[src/rtl/inst_mem_responder.sv]
// -----------------------------------------------------------------------------
// inst_mem_responder
//
// Memory-side responder for the core's instruction fetch interface. Fetch
// requests are accepted into an in-order circular queue, forwarded one at a
// time to a backing read port (grant + variable latency), and the returned
// words are handed back to the fetch pipeline in request order. A flush drops
// every request not yet sent to memory and marks every request already sent
// as "discard" so its data is swallowed when it eventually arrives.
//
// Ports
//   clk, resetn        clock, asynchronous active-low reset
//   inst_req/_cache/_addr  fetch request from the core
//   inst_addr_ok       request accepted this cycle (combinational)
//   inst_rdata/_data_ok    returned instruction word and its valid strobe
//   flush              single-cycle cancel of all outstanding fetches
//   mem_req/_addr/_cache   backing read request, held until mem_gnt
//   mem_gnt            backing port accepts the request this cycle
//   mem_rvalid/_rdata  backing read data return
//   busy               at least one entry outstanding
//   perfcnt_discard    number of responses dropped because of a flush
// -----------------------------------------------------------------------------
module inst_mem_responder #(
    parameter int DEPTH = 4,
    parameter int PTR_W = 2
) (
    input  logic        clk,
    input  logic        resetn,
    input  logic        inst_req,
    input  logic        inst_cache,
    input  logic [31:0] inst_addr,
    output logic        inst_addr_ok,
    output logic [31:0] inst_rdata,
    output logic        inst_data_ok,
    input  logic        flush,
    output logic        mem_req,
    output logic [31:0] mem_addr,
    output logic        mem_cache,
    input  logic        mem_gnt,
    input  logic        mem_rvalid,
    input  logic [31:0] mem_rdata,
    output logic        busy,
    output logic [31:0] perfcnt_discard
);

    // Pointers carry one extra wrap bit so that tail - head distinguishes
    // a full queue from an empty one; the low PTR_W bits index the entries.
    localparam logic [PTR_W:0] DEPTH_C = (PTR_W+1)'(DEPTH);

    logic [PTR_W:0]   tail_q, tail_d;
    logic [PTR_W:0]   iss_q, iss_d;
    logic [PTR_W:0]   head_q, head_d;
    logic [31:0]      perf_q, perf_d;
    logic [31:0]      addr_q [DEPTH];
    logic [DEPTH-1:0] cache_q;
    logic [DEPTH-1:0] disc_q;

    logic [PTR_W-1:0] tail_idx_s, iss_idx_s, head_idx_s;
    logic [PTR_W:0]   count_s;
    logic             acc_s, mem_req_s, grant_s, ret_s, drop_s, data_ok_s;

    // Handshake decode and next-state pointer / counter computation.
    always_comb begin
        tail_idx_s = tail_q[PTR_W-1:0];
        iss_idx_s  = iss_q[PTR_W-1:0];
        head_idx_s = head_q[PTR_W-1:0];
        count_s    = tail_q - head_q;

        // Acceptance uses the registered count, so a same-cycle retire never
        // frees a slot for the request presented in that cycle.
        acc_s      = inst_req && (count_s != DEPTH_C) && !flush;
        // Only entries accepted in earlier cycles are visible to issue.
        mem_req_s  = (iss_q != tail_q) && !flush;
        grant_s    = mem_req_s && mem_gnt;
        // Data with nothing issued is a protocol error and is ignored.
        ret_s      = mem_rvalid && (head_q != iss_q);
        drop_s     = ret_s && (disc_q[head_idx_s] || flush);
        data_ok_s  = ret_s && !disc_q[head_idx_s] && !flush;

        if (flush) begin
            tail_d = iss_q;
        end else begin
            tail_d = tail_q + {{PTR_W{1'b0}}, acc_s};
        end
        iss_d  = iss_q + {{PTR_W{1'b0}}, grant_s};
        head_d = head_q + {{PTR_W{1'b0}}, ret_s};

        if (drop_s) begin
            perf_d = perf_q + 32'd1;
        end else begin
            perf_d = perf_q;
        end
    end

    // Queue pointers and the discard performance counter.
    always_ff @(posedge clk or negedge resetn) begin
        if (!resetn) begin
            tail_q <= '0;
            iss_q  <= '0;
            head_q <= '0;
            perf_q <= 32'd0;
        end else begin
            tail_q <= tail_d;
            iss_q  <= iss_d;
            head_q <= head_d;
            perf_q <= perf_d;
        end
    end

    // Entry storage: allocation writes the tail slot; flush marks every slot
    // discard. Free and dropped slots are rewritten with discard=0 on their
    // next allocation, so marking all of them is equivalent to marking only
    // the issued ones.
    always_ff @(posedge clk or negedge resetn) begin
        if (!resetn) begin
            for (int i = 0; i < DEPTH; i++) begin
                addr_q[i] <= 32'd0;
            end
            cache_q <= '0;
            disc_q  <= '0;
        end else if (flush) begin
            disc_q <= '1;
        end else if (acc_s) begin
            addr_q[tail_idx_s]  <= inst_addr;
            cache_q[tail_idx_s] <= inst_cache;
            disc_q[tail_idx_s]  <= 1'b0;
        end else begin
            disc_q <= disc_q;
        end
    end

    // Output drive; address/attribute are zeroed while no request is shown.
    always_comb begin
        inst_addr_ok    = acc_s;
        inst_data_ok    = data_ok_s;
        mem_req         = mem_req_s;
        busy            = (count_s != '0);
        perfcnt_discard = perf_q;
        if (data_ok_s) begin
            inst_rdata = mem_rdata;
        end else begin
            inst_rdata = 32'd0;
        end
        if (mem_req_s) begin
            mem_addr  = addr_q[iss_idx_s];
            mem_cache = cache_q[iss_idx_s];
        end else begin
            mem_addr  = 32'd0;
            mem_cache = 1'b0;
        end
    end

endmodule

[config.mk]
export PLATFORM = sky130hd
export DESIGN_NAME = inst_mem_responder
export DESIGN_NICKNAME = d
export VERILOG_FILES = /design/src/rtl/inst_mem_responder.sv
export SDC_FILE = /design/constraint.sdc
export NUM_CORES = 1
export LEC_CHECK = 0
export BUFFER_PORTS_ARGS = -buffer_cell sky130_fd_sc_hd__clkbuf_2
export CAP_MARGIN = 10
export CORE_ASPECT_RATIO = 0.6
export CORE_MARGIN = 2
export CORE_UTILIZATION = 50
export CTS_BUF_LIST = sky130_fd_sc_hd__clkbuf_2 sky130_fd_sc_hd__clkbuf_4 sky130_fd_sc_hd__clkbuf_8
export DETAILED_ROUTE_END_ITERATION = 10
export PLACE_DENSITY = 0.84
export SYNTH_ARGS = -nofsm -noshare
export SYNTH_HDL_FRONTEND = slang
export SYNTH_SLANG_ARGS = --single-unit
export TNS_END_PERCENT = 5
[constraint.sdc]
create_clock -name clk -period 5 [get_ports clk]
set_clock_uncertainty 0.1 [all_clocks]
set_input_delay 0.75 -clock clk [delete_from_list [all_inputs] [get_ports clk]]
set_output_delay 0.75 -clock clk [all_outputs]
set_load 0.01 [all_outputs]
Yosys cells after proc, flatten, opt, wreduce, memory -nomap -nowiden
Cells that the tools add are included.
W data, S select, Z words.

storage, ports and cells
  register bits after elaboration = 177
  output and inout port bits = 101

operators by class
  add/sub/neg operators = 5
  order comparisons = 7
  equality and inequality tests = 3
  multiplexer cells = 19
  bitwise operators = 5
  reduce and logical (&&, ||, !) cells = 16

operator list
  kind                     count
  $mux W32                 5
  $bwmux W128              1
  $bmux W32 S2             1
  $demux W32 S2            1
  $add A32 B1 Y32 const B  1
  $logic_and A1 B1 Y1      10
  $add A3 B1 Y3            3
  $lt A2 B3 Y1 const B     3
  $mux W4                  2
  $ge A3 B3 Y1 const B     2
  $ne A3 B3 Y1             2
  $not A2 Y3               2
  $and A4 B4 Y4            1
  $bmux W1 S2              2
  $bwmux W4                1
  $mux W1                  4
  $not A4 Y4               1
  $lt A3 B1 Y1 const B     1
  $mux W3                  1
  $ne A3 B3 Y1 const B     1
  $reduce_bool A3 Y1       1
  $sub A3 B3 Y3            1
  $demux W1 S2             1
  $ge A2 B1 Y1 const B     1
  other kinds (5)          6

Logic depth before layout (Yosys ltp)
  depth in word-level cells = 8
  mapped depth = 9

Worst setup path after synthesis
OpenSTA, ideal clock, no wires.

  path type = input port to output port
  start point = in flush
  end point = out inst_rdata[22]
  arrival time = 1.877 ns
  setup slack = 2.273 ns
  stages on the path = 6
  buffers on the path = 2
  cell sequence = buf_2 -> nor2_1 -> a22oi_1 -> nor2b_1 -> clkbuf_1 -> and2_1

between the ends
  word-level cells in the longest chain between the ends = 3

RTL lines
  item                 line  text
  from (decl)          35    input logic flush,
  $logic_not A1 Y1     78    data_ok_s = ret_s && !disc_q[head_idx_s] && !flush;
  $logic_and A1 B1 Y1  78
  net inst_data_ok     34    output logic inst_data_ok,
  $mux W32             139   if (data_ok_s) begin
  to (decl)            33    output logic [31:0] inst_rdata,

The timed path passes the listed nets, and every way through them passes these cells.

Final worst setup path
  start point = reg iss_q[0]
  end point = out inst_rdata[20]

between the ends
  word-level cells in the longest chain between the ends = 5

RTL lines
  item                               line  text
  from (decl)                        51    logic [PTR_W:0] iss_q, iss_d;
  from (signal assigned)             104   iss_q <= iss_d;
  $ne A3 B3 Y1                       76    ret_s = mem_rvalid && (head_q != iss_q);
  $logic_and A1 B1 Y1                76
  $logic_and A1 B1 Y1 (2 in series)  78
  $mux W32                           139

No other way between the ends.

==> flow_summary_export.csv <==
group,metric,value,unit
place,gp_congestion,0.808,
yosys,syn_nets,677,
die,start_util,51.2,%
global_routing,grt_use_total,21.1,%
global_routing,grt_pass1_wl,29200,microns
critical_path,slowest_stage,"dfrtp_2",
timing,rsz0062_at_grt,"no",
power,powerDensity,596,nW/um^2
critical_path,critPathMaxFanout,33,
route,firstDrtPassIters,4,
yosys,yosysTopAreaCell,"dfrtp_1",
cts,worst_skew_pair.late_latency,0.45,ns
timing,tightest_slew,0.990,ns
cts,cts_tree,"built",
timing,hold_viol,0,
timing,slew_headroom,33.7,%
critical_path,end_kind,"output pin",
cells_and_area,syn_to_final_growth,17.0,%
yosys,ys_seq_area_share,53.0,%
global_routing,antenna_found_initial,0,
yosys,synth-warning-count,0,
critical_path,cpPeakStageDelay,0.86,ns
route,vias,5270,
min_path,hold_path.class,"in2async",
place,place_area,9340,sq um
cts,cts_sinks,177,
global_routing,grt_max_degree,111,
critical_path,crit_chain,"xnor2_1 > a31oi_1 > nor2b_1 > buf_4 > and2_1 > clkbuf_2",
cts,cts_setup_buffers,0,
route,wire_per_inst,17.8,microns
yosys,syn_area,8350,sq um
cells_and_area,instances_no_fill,1003,
timing,setup_viol,0,
die,die_area,17800,sq um
power,irDropWorstVdd,300,uV
die,die_width,171,microns
yosys,ys_seq_elements,177,
route,drtIter0Drc,356,
yosys,synthDistinctLibCells,35,
place,dp_hpwl,12100,microns
yosys,avgSynthCellArea,14.0,sq um
critical_path,r2r_start,"tail_q[0]$_DFF_PN0_",
cts,htreeDepth,4,
place,io_buffer_count,171,
yosys,synth_cells,597,
critical_path,cp_num_buf_inv,2,
cells_and_area,final_net_count,842,
die,pin_count,172,
die,dieHeight,104,microns
critical_path,crit_family,"flip-flops",
route,drcViolationCount,0,
route,vias_per_cell,5.25,
cells_and_area,antenna_cells,0,
timing,finalCritPeriodShare,70.6,%
cells_and_area,design_area,9770,sq um
timing,whs,0.291,ns
power,p_leak,4.59,nW
cts,clockBufferDepth,2,
cts,numCtsBuffers,17,
global_routing,grt_pass1_vias,5400,
yosys,yosys.area.top_type_share,53.0,%
power,power.total,0.00582,W
critical_path,arrival,2.68,ns
die,rows,36,
yosys,synth_area_leaders,"dfrtp_1, mux2_2, mux4_2",
status,status,"finished, final reports clean",
timing,slew_viol_final,0,
critical_path,crit_start,"iss_q[0]$_DFF_PN0_",
timing,clock.fmax,0.283,GHz
critical_path,required,4.15,ns
critical_path,start_kind,"register",
cells_and_area,drive_above_1_share,49.7,%
cts,root_buffer,"clkbuf_8",
route,drtAntennaViolNets,0,
place,place_inst,971,
timing,finalCriticalPeriod,3.53,ns
route,drt-total-wl,17800,microns
run,maxCapViolations,0,
timing,fin_setup_tns,0,ns
global_routing,globalRoute.totalOverflow,0,
critical_path,crit_type,"reg2out",
die,core,16300,sq um
cts,ctsHoldBuffers,0,
cts,cts_resized,0,
cts,cts.clk_slew.worst_paths,0.09,ns
==> cells in the final DEF, fill, tap and decap left out, drive strengths merged, types with 6 or more instances in the layout <==
master	instances
mux4	33
and2	33
ha	9
nor4	6
nor3	16
xnor2	16
clkbuf	191
mux2	135
nand3	14
nor2	17
buf	6
nand4	6
xor2	26
inv	13
dfrtp	177
nand2	16
nor2b	36
==> power by group <==
| part | total [W] | internal (W) | leakage [nW] | switching, W |
|---|---|---|---|---|
| clock | 0.00105 | 0.000537 | 0.210 | 0.000518 |
| sequential | 0.00250 | 0.00205 | 2.14 | 0.000448 |
| combinational | 0.00226 | 0.00134 | 2.24 | 0.000921 |
| total | 0.00582 | 0.00393 | 4.59 | 0.00189 |
==> area by class of cell <==
class	count	area, sq um
inverters	10	37.5
fillers	1320	6540
multi-input cells	380	3690
repair buffers	176	900
well taps	228	285
clock inverters	11	153
flip-flops and latches	177	4430
clock buffers	21	277
==> cells by family after synthesis <==
kind of cell	Yosys count	share of synthesized area, %
AND/OR/NAND/NOR	149	9.98
adder cells (fa/ha/maj)	9	1.35
AO/OA/AOI/OAI	10	1.06
multiplexers	170	27.3
XOR/XNOR	42	4.41
flip-flops	177	53.0
buffers and inverters	40	2.80
==> flip-flops by register name, summed over array words and instances (netlist names) <==
name,cells
addr_q,128
perfcnt_discard,32
cache_q,4
disc_q,4
head_q,3
iss_q,3
tail_q,3
==> layer usage <==
metal | global-route usage (%) | part of all wire (%) | up-vias | wire length, microns
li1 | - | - | 2448 | -
met1 | 33.1 | 51 | 2696 | 9150
met2 | 29.6 | 43 | 115 | 7680
met3 | 5.59 | 5.0 | 11 | 886
met4 | 4.18 | 0.62 | 0 | 110
met5 | 0 | 0 | - | 0
==> per-stage QoR <==
stage	utilization (%)	setup slack, ns
2_1_floorplan	-	2.27
3_3_place_gp	57.3	1.84
3_5_place_dp	57.3	1.74
4_1_cts	59.9	1.40
5_1_grt	59.9	1.22
6_report	59.9	1.47
==> worst paths after layout <==
path	to	slack, ns	cells past startpoint
worst max-delay path	inst_rdata[20]	1.47	6
worst min-delay path	addr_q[83]$_DFFE_PN0P_	0.29	1
worst max register to register	addr_q[54]$_DFFE_PN0P_	1.76	7
worst min register to register	perfcnt_discard[31]$_DFFE_PN0P_	0.38	1
max in group asynchronous	addr_q[71]$_DFFE_PN0P_	3.44	2
min in group clk	perfcnt_discard[31]$_DFFE_PN0P_	0.38	1
==> cells in the mapped netlist (all sizes together) <==
library cell and count:
o21ai 1, nor4 6, a31oi 1, o21a 3, clkbuf 9, nor3 16
mux2i 2, mux4 33, nand3b 1, or2 3, nand2 16, mux2 135
xnor2 16, dfrtp 177, buf 21, a31o 1, ha 9, inv 10
nand3 14, and3 1, a211oi 1, nand4 6, a311oi 1, xor2 26
a21oi 1, a22oi 1, nor2 17, nor2b 36, and2 33
(Power assumes the default switching activity.)
